$ cat src/rtl/control_acceso_parqueo_if.sv
// Sensor, keypad and gate/alarm signals shared between the access controller and its environment.
interface control_acceso_parqueo_if;
  logic        sensor_llegada_vehiculo;
  logic        sensor_ingreso_vehiculo;
  logic [15:0] clave_ingresada;
  logic        clave_valida;
  logic        senal_compuerta;
  logic        senal_alarma_pin;
  logic        senal_alarma_bloqueo;

  modport master (
    output sensor_llegada_vehiculo, sensor_ingreso_vehiculo, clave_ingresada, clave_valida,
    input  senal_compuerta, senal_alarma_pin, senal_alarma_bloqueo
  );

  modport slave (
    input  sensor_llegada_vehiculo, sensor_ingreso_vehiculo, clave_ingresada, clave_valida,
    output senal_compuerta, senal_alarma_pin, senal_alarma_bloqueo
  );
endinterface

$ cat src/rtl/control_acceso_parqueo.sv
// Parking-entrance Moore FSM: PIN check, gate-open timer, wrong-PIN and tailgate alarms.
// Outputs are registered from the next state (1-cycle latency); no backpressure, every input cycle is consumed.
module control_acceso_parqueo #(
  parameter logic [15:0] CLAVE_CORRECTA = 16'h1234,
  parameter int          MAX_INTENTOS   = 3,
  parameter int          TIEMPO_ABIERTA = 16
) (
  input  logic                     clock,
  input  logic                     reset,
  control_acceso_parqueo_if.slave  bus
);
  localparam int TW = $clog2(TIEMPO_ABIERTA) + 1;

  typedef enum logic [2:0] {
    INICIO, ESPERA_CLAVE, ABIERTA, INGRESANDO, ALARMA_PIN, BLOQUEO
  } state_t;

  state_t          state, nxt_state;
  logic [3:0]      intentos, nxt_intentos, intentos_inc;
  logic [TW-1:0]   timer, nxt_timer;
  logic            llegada, ingreso, pin_ok, pin_bad;

  assign llegada      = bus.sensor_llegada_vehiculo;
  assign ingreso      = bus.sensor_ingreso_vehiculo;
  assign pin_ok       = bus.clave_valida && (bus.clave_ingresada == CLAVE_CORRECTA);
  assign pin_bad      = bus.clave_valida && (bus.clave_ingresada != CLAVE_CORRECTA);
  assign intentos_inc = intentos + 4'd1;

  always_comb begin
    nxt_state    = state;
    nxt_intentos = intentos;
    nxt_timer    = timer;
    case (state)
      INICIO: begin
        if (llegada) begin
          nxt_state    = ESPERA_CLAVE;
          nxt_intentos = 4'd0;
        end
      end
      ESPERA_CLAVE: begin
        if (!llegada) begin
          nxt_state = INICIO;
        end else if (pin_ok) begin
          nxt_state    = ABIERTA;
          nxt_intentos = 4'd0;
          nxt_timer    = '0;
        end else if (pin_bad) begin
          nxt_intentos = intentos_inc;
          if (intentos_inc == 4'(MAX_INTENTOS))
            nxt_state = ALARMA_PIN;
        end
      end
      ALARMA_PIN: begin
        if (pin_ok) begin
          nxt_state    = ABIERTA;
          nxt_intentos = 4'd0;
          nxt_timer    = '0;
        end else if (pin_bad && intentos < 4'(MAX_INTENTOS)) begin
          nxt_intentos = intentos_inc;
        end
      end
      ABIERTA: begin
        if (ingreso && llegada) begin
          nxt_state = BLOQUEO;
        end else if (ingreso) begin
          nxt_state = INGRESANDO;
        end else if (timer == TW'(TIEMPO_ABIERTA - 1)) begin
          // Gate closes without an entry; the driver must key the PIN again.
          nxt_state = ESPERA_CLAVE;
        end else begin
          nxt_timer = timer + 1'b1;
        end
      end
      INGRESANDO: begin
        if (ingreso && llegada)
          nxt_state = BLOQUEO;
        else if (!ingreso)
          nxt_state = INICIO;
      end
      BLOQUEO: begin
        if (pin_ok)
          nxt_state = INICIO;
      end
      default: nxt_state = INICIO;
    endcase
  end

  always_ff @(posedge clock or negedge reset) begin
    if (!reset) begin
      state                    <= INICIO;
      intentos                 <= 4'd0;
      timer                    <= '0;
      bus.senal_compuerta      <= 1'b0;
      bus.senal_alarma_pin     <= 1'b0;
      bus.senal_alarma_bloqueo <= 1'b0;
    end else begin
      state                    <= nxt_state;
      intentos                 <= nxt_intentos;
      timer                    <= nxt_timer;
      bus.senal_compuerta      <= (nxt_state == ABIERTA);
      bus.senal_alarma_pin     <= (nxt_state == ALARMA_PIN);
      bus.senal_alarma_bloqueo <= (nxt_state == BLOQUEO);
    end
  end
endmodule
$ cat src/flat_wrapper.sv
// flat-port wrapper written by rule: the top's interface ports become plain ports
module control_acceso_parqueo_flat 
#(
  parameter logic [15:0] CLAVE_CORRECTA = 16'h1234,
  parameter int          MAX_INTENTOS   = 3,
  parameter int          TIEMPO_ABIERTA = 16
)
  (clock, reset, bus_sensor_llegada_vehiculo, bus_sensor_ingreso_vehiculo, bus_clave_ingresada, bus_clave_valida, bus_senal_compuerta, bus_senal_alarma_pin, bus_senal_alarma_bloqueo);
  control_acceso_parqueo_if bus_i ();
  input  logic clock;
  input  logic reset;
  input wire logic [$bits(bus_i.sensor_llegada_vehiculo)-1:0] bus_sensor_llegada_vehiculo;
  input wire logic [$bits(bus_i.sensor_ingreso_vehiculo)-1:0] bus_sensor_ingreso_vehiculo;
  input wire logic [$bits(bus_i.clave_ingresada)-1:0] bus_clave_ingresada;
  input wire logic [$bits(bus_i.clave_valida)-1:0] bus_clave_valida;
  output wire logic [$bits(bus_i.senal_compuerta)-1:0] bus_senal_compuerta;
  output wire logic [$bits(bus_i.senal_alarma_pin)-1:0] bus_senal_alarma_pin;
  output wire logic [$bits(bus_i.senal_alarma_bloqueo)-1:0] bus_senal_alarma_bloqueo;
  assign bus_i.sensor_llegada_vehiculo = bus_sensor_llegada_vehiculo;
  assign bus_i.sensor_ingreso_vehiculo = bus_sensor_ingreso_vehiculo;
  assign bus_i.clave_ingresada = bus_clave_ingresada;
  assign bus_i.clave_valida = bus_clave_valida;
  assign bus_senal_compuerta = bus_i.senal_compuerta;
  assign bus_senal_alarma_pin = bus_i.senal_alarma_pin;
  assign bus_senal_alarma_bloqueo = bus_i.senal_alarma_bloqueo;
  control_acceso_parqueo #(.CLAVE_CORRECTA(CLAVE_CORRECTA), .MAX_INTENTOS(MAX_INTENTOS), .TIEMPO_ABIERTA(TIEMPO_ABIERTA)) u_core (.clock(clock), .reset(reset), .bus(bus_i));
endmodule
$ cat config.mk
export PLATFORM = sky130hd
export DESIGN_NAME = control_acceso_parqueo_flat
export DESIGN_NICKNAME = d
export VERILOG_FILES = /design/src/rtl/control_acceso_parqueo_if.sv /design/src/rtl/control_acceso_parqueo.sv /design/src/flat_wrapper.sv
export SDC_FILE = /design/constraint.sdc
export NUM_CORES = 1
export LEC_CHECK = 0
export CAP_MARGIN = 20
export CORE_MARGIN = 5
export CORE_UTILIZATION = 48
export DETAILED_ROUTE_END_ITERATION = 8
export GPL_ROUTABILITY_DRIVEN = 0
export MAX_ROUTING_LAYER = met4
export PLACE_DENSITY_LB_ADDON = 0.25
export SLEW_MARGIN = 5
export SYNTH_ARGS = -nofsm -noshare
export SYNTH_HDL_FRONTEND = slang
export SYNTH_SLANG_ARGS = --single-unit
export TNS_END_PERCENT = 30
$ cat constraint.sdc
create_clock -name clock -period 2.1 [get_ports clock]
set_input_delay 0.21 -clock clock [delete_from_list [all_inputs] [get_ports clock]]
set_output_delay 0.21 -clock clock [all_outputs]
set_load 0.1 [all_outputs]
# Yosys cells after proc, flatten, opt, wreduce, memory -nomap -nowiden
# Cells that the tools add are included.
# totals
latch_bits	0
elab_cells	63
rom_bits	0
regBits	15
input_bits	21
n_memories	0
output_inout_bits	3
mem_bits_rw	0
# op_classes
n_lt_le_gt_ge	1
multipliers	0
reduce_logical	9
n_eq_ne	19
n_bitwise	0
mux	26
n_addsub	2
n_div	0
shift	0
# ops
op	n
2-to-1 mux 3 bit	12
2-to-1 mux 5 bit	5
2-to-1 mux 4 bit	6
case mux 3 bit (6 select lines)	1
== test 16 x 13 -> 1 bit (second input constant)	1
inequality test 16 x 13 -> 1 bit (second input constant)	1
case mux 5 bit (3 select lines)	1
== test 3 bit (second input constant)	4
case mux 4 bit (3 select lines)	1
inequality test 2 bit (second input constant)	5
AND reduction 5 bit	2
== test 3 x 2 -> 1 bit (second input constant)	3
inequality test 3 x 1 -> 1 bit (second input constant)	2
nonzero test 3 bit	2
adder 5 x 1 -> 5 bit (second input constant)	1
== test 5 x 4 -> 1 bit (second input constant)	1
adder 4 x 1 -> 4 bit (second input constant)	1
== test 4 x 2 -> 1 bit (second input constant)	1
logical AND 1 bit	4
< comparator 4 x 2 -> 1 bit (second input constant)	1
== test 3 x 1 -> 1 bit (second input constant)	1
logical NOT 3 bit	1

# Depth between registers and ports, before layout
# depth
depth_word	8
depth_mapped	8
mapped_depth_nobuf	8

# Worst setup path before layout
# No wires, ideal clock.
# synth_path
kind	register to register
startpoint	register u_core.timer[0]
endpoint	register u_core.timer[0]
t_arrival_ps	1762
t_required_ps	1965
stages_incl_launch_ff	8
period_less_slack_ps	1897
setup_time_ps	135
path_buffers	0
setup_slack_ps	203
cell_sequence	dfrtp_1 > ha_1 > and3_1 > ha_1 > o31a_1 > o32a_1 > a211oi_2 > mux2i_1
# synth_via
elab_chain_len	5
elab_cells_between_ends	10
classes_between	1 x add/sub; 2 x eq/ne; 6 x mux; 1 x reduce/logical
# synth_rtl
element	line_no	text
from (decl)	control_acceso_parqueo.sv:20	logic [TW-1:0] timer, nxt_timer;
from (signal assigned)	control_acceso_parqueo.sv:99	timer <= nxt_timer;
adder 5 x 1 -> 5 bit	control_acceso_parqueo.sv:71	nxt_timer = timer + 1'b1;
2-to-1 mux 5 bit	control_acceso_parqueo.sv:67	end else if (timer == TW'(TIEMPO_ABIERTA - 1)) begin
2-to-1 mux 5 bit	control_acceso_parqueo.sv:65	end else if (ingreso) begin
2-to-1 mux 5 bit	control_acceso_parqueo.sv:63	if (ingreso && llegada) begin
case mux 5 bit (3 select lines)	control_acceso_parqueo.sv:33	case (state)
# Several ways; a longest one is shown, not always the timed one. The select of a mux whose other input is x is not followed.
# A chain may end at the register's enable or synchronous reset.

# Final worst setup path
# layout_path
startpoint	input port bus_clave_ingresada[3]
endpoint	register u_core.timer[0]
# layout_via
elab_chain_len	5
# layout_rtl
element	line_no	text
from (decl)	flat_wrapper.sv:14	input wire logic [$bits(bus_i.clave_ingresada)-1:0] bus_clave_ingresada;
== test 16 x 13 -> 1 bit (*)	control_acceso_parqueo.sv:25	assign pin_ok = bus.clave_valida && (bus.clave_ingresada == CLAVE_CORRECTA);
logical AND 1 bit (*)	control_acceso_parqueo.sv:25	
2-to-1 mux 5 bit (*)	-	
2-to-1 mux 5 bit	-	
case mux 5 bit (3 select lines) (*)	-	
# Mark *: on every way between the ends. The rest lies on a longest branch, timed or not. The select of a mux whose other input is x is not followed.

==> impl_metrics.py <==
metrics = {
    "run_status": {
        "outcome": "finished, final reports clean",
    },
    "pwr": {
        "combinationalPowerShare_pct": 24.2,
        "seq_power_share_pct": 53.0,
        "power.share.switching_pct": 30.0,
        "clkPwrFrac_pct": 22.8,
        "p_leak_nw": 0.600,
        "p_int_w": 0.000485,
        "switchingPower_w": 0.000208,
        "ir_drop_uv": 421,
        "p_per_area_mw_per_mm2": 509,
    },
    "setup_path": {
        "cp.arrival_ns": 2.19,
        "worstRegToRegCells": 7,
        "critPathLaunchType": "input port",
        "end_kind": "register",
        "reg2reg_slack_ns": 0.10,
        "cp.required_ns": 2.26,
        "worstSetupPathType": "input port to register",
        "critPathMaxFanout": 4,
    },
    "floorplan": {
        "fp.dieW_um": 55.4,
        "core_area_mm2": 0.00196,
        "io_pins": 24,
        "fp.dieH_um": 55.4,
        "rows": 16,
        "dieArea_mm2": 0.00307,
        "start_util_pct": 50.5,
    },
    "detailed_routing": {
        "wire_per_inst_um": 14.6,
        "drc": 0,
        "drtIter0Drc": 7,
        "wl_met3_um": 62,
        "met1_length_um": 921,
        "highest_layer": "met3",
        "viasPerCell": 5.58,
        "ant_nets": 0,
        "route.met2.wl_um": 1290,
        "firstDrtPassIters": 4,
        "routed_wl_um": 2270,
        "vias": 871,
    },
    "yosys": {
        "synth_area_um2": 991,
        "synth.area.top_cells": "dfrtp_1 (38%), ha_1 (5.1%), o311ai_2 (4.9%)",
        "synth_fa_ha_area_share_pct": 5.05,
        "syn_avg_cell_area_um2": 10.0,
        "synthArstFlopShare_pct": 100,
        "ys_seq_area_share_pct": 37.9,
        "yosys_warnings": 0,
        "yosys_register_bits": 15,
        "synth_fp_nets": 124,
        "synth_top_area_share_pct": 37.9,
        "synthXorXnorAreaFrac_pct": 2.65,
        "synthesis.instances": 99,
        "post-synth-top-area-cell": "dfrtp_1",
        "synth_top_family_by_area": "simple AND/OR/NAND/NOR gates",
        "synth_mux_area_share_pct": 3.03,
        "synth_compound_area_share_pct": 22.6,
        "synthSimpleGateAreaFrac_pct": 23.7,
        "ys_types": 44,
        "synth_edf_count": 0,
        "synth_ff_type": "dfrtp_1",
    },
    "clock_network": {
        "cts_buffer_depth": 2,
        "clkLatencyLatePin_ns": 0.28,
        "cts_htree_levels": 1,
        "cts_made_buffers": 3,
        "clock-sinks": 15,
        "clk_pin_slew_worst_paths_ns": 0.09,
        "cts_root_buf": "clkbuf_4",
        "cts_tree": "done",
    },
    "sta": {
        "slew-limit-headroom_pct": 56.6,
        "finClkSkew_ns": 0.00940,
        "layout_min_cycle_time_ns": 2.03,
        "worstMarginPinSlew_ns": 0.647,
        "tns_ns": 0,
        "fmax_mhz": 492,
        "setup_viol": 0,
        "slew_viol_final": 0,
        "hold_viol_final": 0,
        "finalWorstSetupSlack_ns": 0.0664,
        "fin_crit_sh_pct": 96.8,
    },
    "global_route": {
        "grt_max_degree": 16,
        "grt_pass1_wl_um": 3740,
        "grtUsageTotal_pct": 15.3,
        "overflow": 0,
        "grt_antenna_before_repair": 0,
        "grt_pass1_vias": 884,
    },
    "cells_and_area": {
        "nets": 155,
        "layout_commonest_cell": "clkdlybuf4s50_1",
        "final_cell_mix": "clkdlybuf4s50_1 (18), dfrtp_1 (14), inv_1 (10), nand2_1 (9), buf_4 (9)",
        "final_cells": 156,
        "syn_to_final_growth_pct": 37.2,
        "insertedDiodeCount": 0,
        "final_layout_size_suffix_gt1_share_pct": 22.5,
    },
    "hold_path": {
        "worstHoldPathType": "input port to asynchronous set/reset pin",
    },
    "place": {
        "dp_hpwl_um": 1840,
        "placement.io_buffers": 23,
        "pre_cts_slack_ns": -0.365,
        "place_inst": 151,
    },
    "run": {
        "drv_cap": 0,
    },
}
[final timing paths]
path,startpoint,end
max,bus_clave_ingresada[3],u_core.timer[0]
min,reset,u_core.timer[0]
max reg2reg,u_core.timer[0],u_core.timer[0]
min reg2reg,u_core.timer[3],u_core.timer[3]
max in group asynchronous,reset,u_core.intentos[0]
min in group clock,u_core.timer[3],u_core.timer[3]
[Yosys cell counts (2+ instances only)]
cell / number
a21oi_1: 4
nand3_1: 3
mux2i_1: 3
inv_1: 10
nor2_1: 5
nor2b_1: 3
nand2_1: 9
xor2_1: 2
nand2b_1: 2
ha_1: 4
dfrtp_1: 15
o311ai_2: 3
o21ai_0: 3
clkbuf_1: 2
nor3_1: 2
[power groups by stage]
| stage | Sequential [W] | Clock [W] | Combinational (W) |
|---|---|---|---|
| 2_1_floorplan | 0.000358 | 0 | 0.0000830 |
| 3_3_place_gp | 0.000369 | 0 | 0.000161 |
| 3_5_place_dp | 0.000371 | 0 | 0.000164 |
| 4_1_cts | 0.000366 | 0.000163 | 0.000166 |
| 5_1_grt | 0.000377 | 0.000180 | 0.000189 |
| 6_report | 0.000367 | 0.000158 | 0.000168 |
[sequential cells by signal, indices dropped and copies added (netlist names)]
signal,flops
u_core.timer,5
u_core.intentos,4
u_core.state,3
u_core.bus.senal_alarma_bloqueo,1
u_core.bus.senal_alarma_pin,1
u_core.bus.senal_compuerta,1
[stage by stage]
| stage | power (W) | hold slack [ns] | cell area [µm²] | utilization (%) |
|---|---|---|---|---|
| global placement | 0.000530 | 0.535 | 1270 | 64.9 |
| finish | 0.000693 | 0.321 | 1360 | 69.3 |
| global route | 0.000746 | 0.375 | 1360 | 69.3 |
| floorplan | 0.000441 | -0.0856 | 991 | - |
| detailed placement | 0.000535 | 0.549 | 1270 | 64.9 |
| CTS | 0.000695 | 0.341 | 1310 | 66.9 |
[cells by family (layout without fill, tap and decap cells)]
logic type / count (synthesis) / in the layout
AOI/OAI and AO/OA: 24 / 24
xor gates and xnor gates: 3 / 3
adders and majority gates: 4 / 4
buffers and inverters: 13 / 43
DFF: 15 / 15
muxes: 3 / 3
and+or+nand+nor: 37 / 37
[layout make-up]
| cell class | count | area (µm²) |
|---|---|---|
| clock buffer | 4 | 26.3 |
| fill | 173 | 602 |
| inverter | 10 | 37.5 |
| multi-input combinational | 71 | 613 |
| sequential | 15 | 377 |
| tap | 27 | 33.8 |
| timing repair buffer | 29 | 273 |
[repair_timing]
item	CTS	global route
gates resized for setup	2	9
pin swaps	3	4
hold buffers	0	0
setup buffers	0	1
endpoints found under the setup margin	4	9
[per-layer routing]
metal | track usage (%) | vias up
met3 | 4.43 | 0
met1 | 14.7 | 430
li1 | - | 428
met4 | 2.08 | 0
met2 | 30.2 | 13
met5 | - | -
[critical path: stages]
cell	delay, ns
clkdlybuf4s50_1	0.41
or4_4	0.52
o41ai_4	0.47
o221ai_2	0.21
a211oi_4	0.25
mux2i_1	0.12
(Power assumes the default switching activity.)
